### src/rtl/memoria_param.sv
`default_nettype none
// =============================================================================
// memoria_param : single-port synchronous memory with registered read and a
//                 clear sweep that fills every word with INIT_VAL. Rev 1.0
// =============================================================================
module memoria_param #(
   parameter int                 DATA_W   = 4,
   parameter int                 ADDR_W   = 4,
   parameter int                 DEPTH    = 2**ADDR_W,
   parameter logic [DATA_W-1:0]  INIT_VAL = '0
) (
   input  logic              clk,
   input  logic              rst_n,
   input  logic              cs_n,
   input  logic              we_n,
   input  logic [ADDR_W-1:0] addr,
   input  logic [DATA_W-1:0] din,
   input  logic              clr,
   output logic [DATA_W-1:0] dout,
   output logic              dout_valid,
   output logic              busy,
   output logic              access_err
);

   typedef enum logic {
      ST_INIT = 1'b0,
      ST_IDLE = 1'b1
   } state_t;

   localparam logic [ADDR_W-1:0] LAST_PTR  = ADDR_W'(DEPTH - 1);
   localparam logic [ADDR_W:0]   DEPTH_EXT = (ADDR_W + 1)'(DEPTH);

   logic [DATA_W-1:0] mem [DEPTH];

   state_t            state_q,      state_d;
   logic [ADDR_W-1:0] ptr_q,        ptr_d;
   logic [DATA_W-1:0] dout_q,       dout_d;
   logic              dout_valid_q, dout_valid_d;
   logic              access_err_q, access_err_d;

   logic              mem_we;
   logic [ADDR_W-1:0] mem_waddr;
   logic [DATA_W-1:0] mem_wdata;
   logic              in_range;

   // Extra MSB keeps the compare correct when DEPTH == 2**ADDR_W.
   assign in_range = ({1'b0, addr} < DEPTH_EXT);

   always_comb begin
      state_d      = state_q;
      ptr_d        = ptr_q;
      dout_d       = dout_q;
      dout_valid_d = 1'b0;
      access_err_d = 1'b0;
      mem_we       = 1'b0;
      mem_waddr    = ptr_q;
      mem_wdata    = INIT_VAL;

      case (state_q)
         ST_INIT: begin
            mem_we = 1'b1;
            if (ptr_q == LAST_PTR) begin
               state_d = ST_IDLE;
               ptr_d   = '0;
            end else begin
               ptr_d = ptr_q + 1'b1;
            end
            access_err_d = ~cs_n;
         end
         default: begin
            if (clr) begin
               // clr takes priority; a coincident access is silently dropped.
               state_d = ST_INIT;
               ptr_d   = '0;
            end else if (!cs_n) begin
               if (!in_range) begin
                  access_err_d = 1'b1;
               end else if (!we_n) begin
                  mem_we    = 1'b1;
                  mem_waddr = addr;
                  mem_wdata = din;
               end else begin
                  dout_d       = mem[addr];
                  dout_valid_d = 1'b1;
               end
            end
         end
      endcase
   end

   always_ff @(posedge clk or negedge rst_n) begin
      if (!rst_n) begin
         state_q      <= ST_INIT;
         ptr_q        <= '0;
         dout_q       <= '0;
         dout_valid_q <= 1'b0;
         access_err_q <= 1'b0;
      end else begin
         state_q      <= state_d;
         ptr_q        <= ptr_d;
         dout_q       <= dout_d;
         dout_valid_q <= dout_valid_d;
         access_err_q <= access_err_d;
      end
   end

   // Storage has no reset; the sweep is what establishes known contents.
   always_ff @(posedge clk) begin
      if (mem_we) begin
         mem[mem_waddr] <= mem_wdata;
      end
   end

   assign dout       = dout_q;
   assign dout_valid = dout_valid_q;
   assign access_err = access_err_q;
   assign busy       = (state_q == ST_INIT);

endmodule
`default_nettype wire
### config.mk
export PLATFORM = sky130hd
export DESIGN_NAME = memoria_param
export DESIGN_NICKNAME = d
export VERILOG_FILES = /design/src/rtl/memoria_param.sv
export SDC_FILE = /design/constraint.sdc
export NUM_CORES = 1
export LEC_CHECK = 0
export CAP_MARGIN = 20
export CORE_ASPECT_RATIO = 0.7
export CORE_MARGIN = 2
export CORE_UTILIZATION = 58
export CTS_CLUSTER_SIZE = 12
export DETAILED_ROUTE_END_ITERATION = 7
export MAX_ROUTING_LAYER = met4
export PLACE_DENSITY = 0.83
export SYNTH_ARGS = -nofsm -noshare
export SYNTH_HDL_FRONTEND = slang
export SYNTH_SLANG_ARGS = --single-unit
### constraint.sdc
create_clock -name clk -period 2.3 [get_ports clk]
set_clock_uncertainty 0.1 [all_clocks]
set_input_delay 0.46 -clock clk [delete_from_list [all_inputs] [get_ports clk]]
set_output_delay 0.46 -clock clk [all_outputs]
set_load 0.05 [all_outputs]
==> impl_summary.log, run 1 <==
INFO  metric outcome = complete, no violations
INFO  metric grt_max_degree = 19
INFO  metric synth_xor_xnor_area_share = 0.275%
INFO  metric crit_path_start_kind = primary input
INFO  metric ys_seq_area_share = 68.9%
INFO  metric grt.total_usage = 25.7%
INFO  metric critPathArrivalTime = 2.28 ns
INFO  metric endpoint_class_of_the_critical_path = register
INFO  metric switching_share = 30.7%
INFO  metric vdd_ir_drop_max = 0.000632 V
INFO  metric seq_power_share = 47.3%
INFO  metric cts_buffers = 9
INFO  metric yosys-mux-area-fraction = 12.0%
INFO  metric synth.net_count = 221
INFO  metric antennaDiodeCount = 0
INFO  metric yosysWarningCount = 0
INFO  metric first_pass_grt_wire_length = 10900 µm
INFO  metric ys_seq_elements = 75
INFO  metric synth.distinct_cells = 32
INFO  metric standard_cell_core_area = 0.00529 mm²
INFO  metric number_of_h_tree_levels = 3
INFO  metric std_cell_rows = 22
INFO  metric report.final.setup_viol = 0
INFO  metric fmaxAchievable = 443 MHz
INFO  metric timing.max_slew.rel_slack = 66.0%
INFO  metric switching_power = 1.23 mW
INFO  metric grt_remaining_overflow = 0
INFO  metric min_period = 2.26 ns
INFO  metric area_fraction_in_compound_gates_after_synthesis = 6.08%
INFO  metric critical_path_peak_fanout = 11
INFO  metric power_per_cell_area = 1020 mW/mm²
INFO  metric hold-worst-slack = 0.339 ns
INFO  metric worst_hold_path_type = in -> async
INFO  metric number_of_global_route_vias_before_repair = 2034
INFO  metric die-area = 0.00612 mm²
INFO  metric drcViolationCount = 0
INFO  metric grt_antenna_before_repair = 0
INFO  metric wl_per_cell = 20.0 µm
INFO  metric layout-area-overhead-vs-synth = 22.6%
INFO  metric p_comb_share = 26.1%
INFO  metric fin_crit_sh = 98.2%
INFO  metric drt_pre_antenna_iters = 5
INFO  metric wirelength = 6710 µm
INFO  metric ctsLongestPathBuffers = 2
INFO  metric detailroute.via_count = 2014
INFO  metric worst_pin_slew = 0.509 ns
INFO  metric finalHoldViolCount = 0
INFO  metric nets = 274
INFO  metric syn_avg_cell_area = 15.4 µm²
INFO  metric cap_viol_max_count = 0
INFO  metric cts_tree = yes
INFO  metric routabilityCongestion = 0.874
INFO  metric synth_top_family_by_area = multiplexers
INFO  metric rr_worst_depth = 7
INFO  metric drt_iter0_markers = 187
INFO  metric synth_simple_gate_area_share = 9.57%
INFO  metric crit_path_category = in -> reg
INFO  metric final_cell_mix = sky130_fd_sc_hd__edfxtp_1, sky130_fd_sc_hd__buf_4, sky130_fd_sc_hd__nor2_1, sky130_fd_sc_hd__mux2i_1, sky130_fd_sc_hd__clkdlybuf4s50_1
INFO  metric clock_tree.root_cell = sky130_fd_sc_hd__clkbuf_8
INFO  metric final.setup.tns = 0 ns
INFO  metric synth_cells = 207
INFO  metric mostFrequentLayoutCell = sky130_fd_sc_hd__edfxtp_1
INFO  metric grt_setup_unrepaired = yes
INFO  metric cell_internal_pwr = 2.77 mW
INFO  metric die_width = 92.6 µm
INFO  metric share_clk_of_total_power = 26.6%
INFO  metric cellLeakagePower = 1.49 nW
INFO  metric drive_gt1_share = 22.0%
INFO  metric cts.sinks = 75
INFO  metric clk_pin_slew = 0.07 ns
INFO  metric initial_core_util = 60.3%
INFO  metric avgViaCountPerCell = 5.99
INFO  metric floorplan.die.height = 66.0 µm
INFO  metric finalMaxSlewViolations = 0
INFO  metric post-dp-hpwl = 4740 µm
INFO  metric numPortBuffers = 19
INFO  metric fillerInstances = 338
INFO  metric data_required_time_at_the_worst_endpoint = 2.32 ns
INFO  metric worstSkewPairLatency = 0.35 ns
INFO  metric route.antenna.remaining_nets = 0
INFO  metric yosys.area_share.adder = 0.392%
INFO  metric synth_area = 0.00319 mm²
INFO  metric num_io_pins = 20
metal layers:
layer | GRT usage [%] | up-vias | wire length (µm)
met5 | - | - | 0
met4 | 6.25 | 0 | 108
met3 | 8.78 | 13 | 586
met2 | 36.9 | 117 | 2970
met1 | 36.1 | 981 | 3050
li1 | - | 903 | -
power groups by stage:
stage	logic, mW	clock network, mW	registers [mW]
after global placement	0.964	0	1.90
final	1.04	1.06	1.89
after detailed placement	1.00	0	1.92
after floorplan	0.527	0	1.99
after CTS	1.02	1.07	1.89
after global routing	1.12	1.13	1.92
worst max-delay path: stages:
cell and delay, ns:
sky130_fd_sc_hd__clkdlybuf4s50_1 0.47, sky130_fd_sc_hd__nor4b_4 0.46, sky130_fd_sc_hd__buf_6 0.21, sky130_fd_sc_hd__nor2_1 0.07, sky130_fd_sc_hd__a21oi_1 0.24, sky130_fd_sc_hd__buf_4 0.17
sky130_fd_sc_hd__nor2_1 0.04, sky130_fd_sc_hd__buf_4 0.17
metrics by stage:
| stage | power (mW) | std cells | utilization (%) | worst slack (ns) | area, µm² |
|---|---|---|---|---|---|
| final | 4.00 | 336 | 74.0 | 0.0405 | 3910 |
| after global routing | 4.17 | 336 | 74.0 | -0.0330 | 3910 |
| after CTS | 3.97 | 336 | 73.8 | -0.0193 | 3900 |
| after detailed placement | 2.92 | 321 | 69.8 | -0.364 | 3690 |
| after global placement | 2.86 | 321 | 69.8 | -0.252 | 3690 |
| after floorplan | 2.52 | 207 | - | 0.355 | 3190 |
registers in the layout, summed over array words and instances (netlist names):
| signal | count |
|---|---|
| dout | 4 |
| ptr_q | 4 |
| dout_valid | 1 |
| access_err | 1 |
| state_q | 1 |
| mem | 64 |
cells in the mapped netlist:
cell	count	area, µm²
sky130_fd_sc_hd__a21oi_1	5	25.0
sky130_fd_sc_hd__a22o_1	3	26.3
sky130_fd_sc_hd__a22oi_1	11	82.6
sky130_fd_sc_hd__a32oi_1	2	17.5
sky130_fd_sc_hd__and2_1	5	31.3
sky130_fd_sc_hd__and2b_1	1	7.51
sky130_fd_sc_hd__buf_12	1	20.0
sky130_fd_sc_hd__buf_2	3	15.0
sky130_fd_sc_hd__buf_6	2	22.5
sky130_fd_sc_hd__clkbuf_1	3	11.3
sky130_fd_sc_hd__dfrtp_1	11	275
sky130_fd_sc_hd__edfxtp_1	64	1920
sky130_fd_sc_hd__ha_1	1	12.5
sky130_fd_sc_hd__inv_1	5	18.8
sky130_fd_sc_hd__mux2_2	3	33.8
sky130_fd_sc_hd__mux2i_1	20	200
sky130_fd_sc_hd__mux4_1	4	105
sky130_fd_sc_hd__mux4_2	2	45.0
sky130_fd_sc_hd__nand2_1	8	30.0
sky130_fd_sc_hd__nand3_1	6	30.0
sky130_fd_sc_hd__nand3b_1	1	7.51
sky130_fd_sc_hd__nand4_1	2	12.5
sky130_fd_sc_hd__nand4bb_1	1	11.3
sky130_fd_sc_hd__nor2_1	25	93.8
sky130_fd_sc_hd__nor2b_1	2	12.5
sky130_fd_sc_hd__nor3_1	3	15.0
sky130_fd_sc_hd__nor3b_1	4	30.0
sky130_fd_sc_hd__nor4b_4	1	23.8
sky130_fd_sc_hd__o21ai_0	4	20.0
sky130_fd_sc_hd__o21bai_1	1	7.51
sky130_fd_sc_hd__o31ai_1	2	15.0
sky130_fd_sc_hd__xnor2_1	1	8.76
logic make-up after synthesis:
| group | Yosys count |
|---|---|
| compound gates | 28 |
| fa+ha+maj | 1 |
| mux | 29 |
| flops | 75 |
| buf+inv | 14 |
| simple gates | 59 |
| xor+xnor | 1 |
timing repair:
| action | CTS | global route |
|---|---|---|
| gates resized for setup | 2 | 5 |
| endpoints found under the setup margin | 12 | 48 |
| buffers inserted | 0 | 0 |
| endpoints found under the hold margin | 0 | 0 |
| hold buffers | 0 | 0 |
| pin swaps | 0 | 1 |
cell type report:
type	instances	area, µm²	area share (%)
clock inverter	6	81.3	2.08
multi-input combinational	118	917	23.5
clock buffer	9	124	3.17
sequential	75	2200	56.2
timing repair buffer	51	482	12.3
inverter	5	18.8	0.480
tap	72	90.1	2.30
worst paths after layout:
check                      slack [ns]    start         end
setup reg to reg                 0.36  state_q  mem[15][1]
max in group asynchronous        1.43    rst_n  dout_valid
hold / removal                   0.34    rst_n    ptr_q[0]
setup / recovery                 0.04      clr  mem[15][1]
hold reg to reg                  0.39  dout[3]     dout[3]
min in group clk                 0.39  dout[3]     dout[3]
Note: power is estimated with default switching activity, not from simulation.
==> run 2: changes to the inputs <==
--- a/config.mk
+++ b/config.mk
@@ -5,14 +5,15 @@
 export SDC_FILE = /design/constraint.sdc
 export NUM_CORES = 1
 export LEC_CHECK = 0
+export ABC_AREA = 1
 export CAP_MARGIN = 20
 export CORE_ASPECT_RATIO = 0.7
 export CORE_MARGIN = 2
-export CORE_UTILIZATION = 58
+export CORE_UTILIZATION = 59
 export CTS_CLUSTER_SIZE = 12
 export DETAILED_ROUTE_END_ITERATION = 7
 export MAX_ROUTING_LAYER = met4
-export PLACE_DENSITY = 0.83
+export PLACE_DENSITY = 0.84
 export SYNTH_ARGS = -nofsm -noshare
 export SYNTH_HDL_FRONTEND = slang
 export SYNTH_SLANG_ARGS = --single-unit
==> run 2 against run 1 <==
Compared with the run above:
- sequential power about the same
- combinational power up 21%
- power up 8.7%
- count of clock-buffer cells in the layout up 2
==> impl_summary.log, run 2 <==
INFO  metric outcome = complete, no violations (unchanged)
INFO  metric yosys_most_used_dff = sky130_fd_sc_hd__edfxtp_1 (unchanged)
INFO  metric grt_setup_unrepaired = no (was yes)
INFO  metric num_io_pins = 20 (unchanged)
INFO  metric data_required_time_at_the_worst_endpoint = 1.74 ns (was 2.32 ns)
INFO  metric die-area = 0.00644 mm² (was 0.00612 mm²)
INFO  metric number_of_h_tree_levels = 3 (unchanged)
INFO  metric worst_hold_path_type = in -> async (unchanged)
INFO  metric die_width = 95.0 µm (was 92.6 µm)
INFO  metric floorplan.die.height = 67.7 µm (was 66.0 µm)
INFO  metric yosys-top-cells-area = sky130_fd_sc_hd__edfxtp_1, sky130_fd_sc_hd__nand2_1, sky130_fd_sc_hd__dfrtp_1, sky130_fd_sc_hd__nand3_1, sky130_fd_sc_hd__inv_1 (was sky130_fd_sc_hd__edfxtp_1, sky130_fd_sc_hd__dfrtp_1, sky130_fd_sc_hd__mux2i_1, sky130_fd_sc_hd__mux4_1, sky130_fd_sc_hd__nor2_1)
INFO  metric routabilityCongestion = 0.965 (was 0.874)
INFO  metric power_per_cell_area = 1050 mW/mm² (was 1020 mW/mm²)
INFO  metric avgViaCountPerCell = 5.22 (was 5.99)
INFO  metric finalMaxSlewViolations = 0 (unchanged)
INFO  metric crit_path_category = reg -> out (was in -> reg)
INFO  metric initial_core_util = 60.4% (was 60.3%)
INFO  metric final_design_area_no_fill = 0.00412 mm² (was 0.00391 mm²)
INFO  metric layout-area-overhead-vs-synth = 20.4% (was 22.6%)
INFO  metric timing.max_slew.rel_slack = 61.8% (was 66.0%)
INFO  metric grt_remaining_overflow = 0 (unchanged)
INFO  metric critical_path_peak_fanout = 2 (was 11)
INFO  metric ys_seq_area_share = 64.2% (was 68.9%)
INFO  metric grt.total_usage = 27.8% (was 25.7%)
INFO  metric clk_pin_slew = 0.08 ns (was 0.07 ns)
INFO  metric drcViolationCount = 0 (unchanged)
INFO  metric ctsLongestPathBuffers = 2 (unchanged)
INFO  metric finalHoldViolCount = 0 (unchanged)
INFO  metric timing.critical_path.cells = clkdlybuf4s50_1 (was clkdlybuf4s50_1 -> nor4b_4 -> buf_6 -> nor2_1 -> a21oi_1 -> buf_4 -> nor2_1 -> buf_4)
INFO  metric fin_crit_sh = 92.6% (was 98.2%)
INFO  metric crit_path_top_delay_cell = sky130_fd_sc_hd__clkdlybuf4s50_1 (unchanged)
INFO  metric first_pass_grt_wire_length = 12000 µm (was 10900 µm)
INFO  metric ys_top_cells_by_count = sky130_fd_sc_hd__nand2_1, sky130_fd_sc_hd__inv_1, sky130_fd_sc_hd__edfxtp_1 (was sky130_fd_sc_hd__edfxtp_1, sky130_fd_sc_hd__nor2_1, sky130_fd_sc_hd__mux2i_1)
INFO  metric synthArstFlopShare = 14.7% (unchanged)
INFO  metric synth_area = 0.00342 mm² (was 0.00319 mm²)
INFO  metric cts.sinks = 75 (unchanged)
INFO  metric synth_cells = 360 (was 207)
INFO  metric mostFrequentLayoutCell = sky130_fd_sc_hd__nand2_1 (was sky130_fd_sc_hd__edfxtp_1)
INFO  metric nets = 424 (was 274)
INFO  metric clock_tree.root_cell = sky130_fd_sc_hd__clkbuf_8 (unchanged)
INFO  metric fmaxAchievable = 469 MHz (was 443 MHz)
INFO  metric drt_pre_antenna_iters = 4 (was 5)
INFO  metric synth.distinct_cells = 20 (was 32)
INFO  metric path_buf_inv = 1 (was 4)
INFO  metric synth.most_common_cell = sky130_fd_sc_hd__nand2_1 (was sky130_fd_sc_hd__edfxtp_1)
INFO  metric drive_gt1_share = 13.3% (was 22.0%)
INFO  metric final_cell_mix = sky130_fd_sc_hd__nand2_1, sky130_fd_sc_hd__inv_1, sky130_fd_sc_hd__edfxtp_1 (was sky130_fd_sc_hd__edfxtp_1, sky130_fd_sc_hd__buf_4, sky130_fd_sc_hd__nor2_1, sky130_fd_sc_hd__mux2i_1, sky130_fd_sc_hd__clkdlybuf4s50_1)
INFO  metric synthDominantCellAreaShare = 56.1% (was 60.3%)
INFO  metric endpoint_class_of_the_critical_path = output port (was register)
INFO  metric critical-path-max-stage-delay = 0.83 ns (was 0.47 ns)
INFO  metric ys_seq_elements = 75 (unchanged)
INFO  metric yosysTopAreaCell = sky130_fd_sc_hd__edfxtp_1 (unchanged)
INFO  metric crit_path_start_kind = register (was primary input)
INFO  metric std_cell_rows = 23 (was 22)
INFO  metric synth-edff-count = 64 (unchanged)
INFO  metric antennaDiodeCount = 0 (unchanged)
INFO  metric cellLeakagePower = 1.91 nW (was 1.49 nW)
INFO  metric wirelength = 7800 µm (was 6710 µm)
INFO  metric placement.cell_area = 0.00389 mm² (was 0.00369 mm²)
INFO  metric grt_max_degree = 21 (was 19)
INFO  metric post-dp-hpwl = 5490 µm (was 4740 µm)
INFO  metric cts_tree = yes (unchanged)
INFO  metric critical_path.top_delay_family = buffers and inverters (unchanged)
INFO  metric number_of_global_route_vias_before_repair = 2425 (was 2034)
INFO  metric cap_viol_max_count = 0 (unchanged)
INFO  metric grt_antenna_before_repair = 0 (unchanged)
INFO  metric vdd_ir_drop_max = 0.000625 V (was 0.000632 V)
INFO  metric worst_pin_slew = 0.571 ns (was 0.509 ns)
INFO  metric yosysWarningCount = 0 (unchanged)
INFO  metric report.final.setup_viol = 0 (unchanged)
INFO  metric max_flop_register = mem (unchanged)
INFO  metric numPortBuffers = 19 (unchanged)
INFO  metric standard_cell_core_area = 0.00567 mm² (was 0.00529 mm²)
INFO  metric largest_register_ff_count = 64 (unchanged)
INFO  metric final.setup.tns = 0 ns (unchanged)
INFO  metric hold-worst-slack = 0.366 ns (was 0.339 ns)
INFO  metric syn_avg_cell_area = 9.51 µm² (was 15.4 µm²)
INFO  metric worstSkewPairLatency = 0.36 ns (was 0.35 ns)
INFO  metric critPathArrivalTime = 1.57 ns (was 2.28 ns)
INFO  metric synth.net_count = 374 (was 221)
INFO  metric route.antenna.remaining_nets = 0 (unchanged)
INFO  metric drt_iter0_markers = 209 (was 187)
INFO  metric power.total = 4.35 mW (was 4.00 mW)
INFO  metric post-cts-setup-buffers = 0 (unchanged)
INFO  metric cts_buffers = 9 (unchanged)
INFO  metric wl_per_cell = 15.9 µm (was 20.0 µm)
INFO  metric min_period = 2.13 ns (was 2.26 ns)
INFO  metric detailroute.via_count = 2557 (was 2014)
run 2: cell count changes in the layout (fill, tap and decap cells not counted), sizes merged, moves of 5 or more:
cell | previous run | this run
a22oi | 11 | 0
and2 | 5 | 0
inv | 5 | 70
mux2i | 20 | 0
mux4 | 6 | 0
nand2 | 8 | 112
nand3 | 6 | 52
run 2: per-stage QoR:
stage | instances | utilization [%] | worst slack (ns)
global placement | 474 | 68.6 | -0.0537
finish | 490 | 72.7 | 0.170
global route | 490 | 72.7 | 0.0475
floorplan | 360 | - | 0.268
detailed placement | 474 | 68.6 | -0.172
CTS | 490 | 72.6 | 0.135
run 2: kinds of logic (layout without fill, tap and decap cells):
family | Yosys count | count (layout) | synth area share, %
AO/OA/AOI/OAI | 12 | 12 | 2.05
adder cells (fa/ha/maj) | 1 | 1 | 0.365
buffers and inverters | 82 | 137 | 9.83
AND/OR/NAND/NOR | 190 | 190 | 23.6
flip-flops | 75 | 75 | 64.2
run 2: report_power, final:
group	total, mW	switching, mW	internal (mW)
clock	1.18	0.461	0.717
sequential	1.91	0.113	1.79
combinational	1.26	0.835	0.428
total	4.35	1.41	2.94
run 2: timing repair:
action                     in CTS  in global routing
hold buffers                    0                  0
setup endpoints to repair       1                  4
hold endpoints to repair        0                  0
gates cloned                    0                  0
resized for setup               1                  1
run 2: layer usage:
metal  wire (µm)  track usage (%)
met3         571             8.48
met4         161             13.6
met5           0                -
met2        3810             42.8
met1        3260             33.9
run 2: area by class of cell:
class | count | area, µm²
Tap cell | 75 | 93.8
Timing Repair Buffer | 51 | 442
Multi-Input combinational cell | 203 | 893
Clock buffer | 11 | 131
Inverter | 70 | 263
Fill cell | 380 | 1550
Sequential cell | 75 | 2200
Clock inverter | 5 | 101
run 2: worst paths after layout:
check | cells after the start | from | to | slack [ns]
hold reg to reg | 2 | dout[1] | dout[1] | 0.39
setup / recovery | 1 | dout[3] | dout[3] | 0.17
min in group clk | 2 | dout[1] | dout[1] | 0.39
max in group asynchronous | 1 | rst_n | access_err | 1.36
hold / removal | 1 | rst_n | ptr_q[1] | 0.37
setup reg to reg | 9 | state_q | mem[14][1] | 0.28
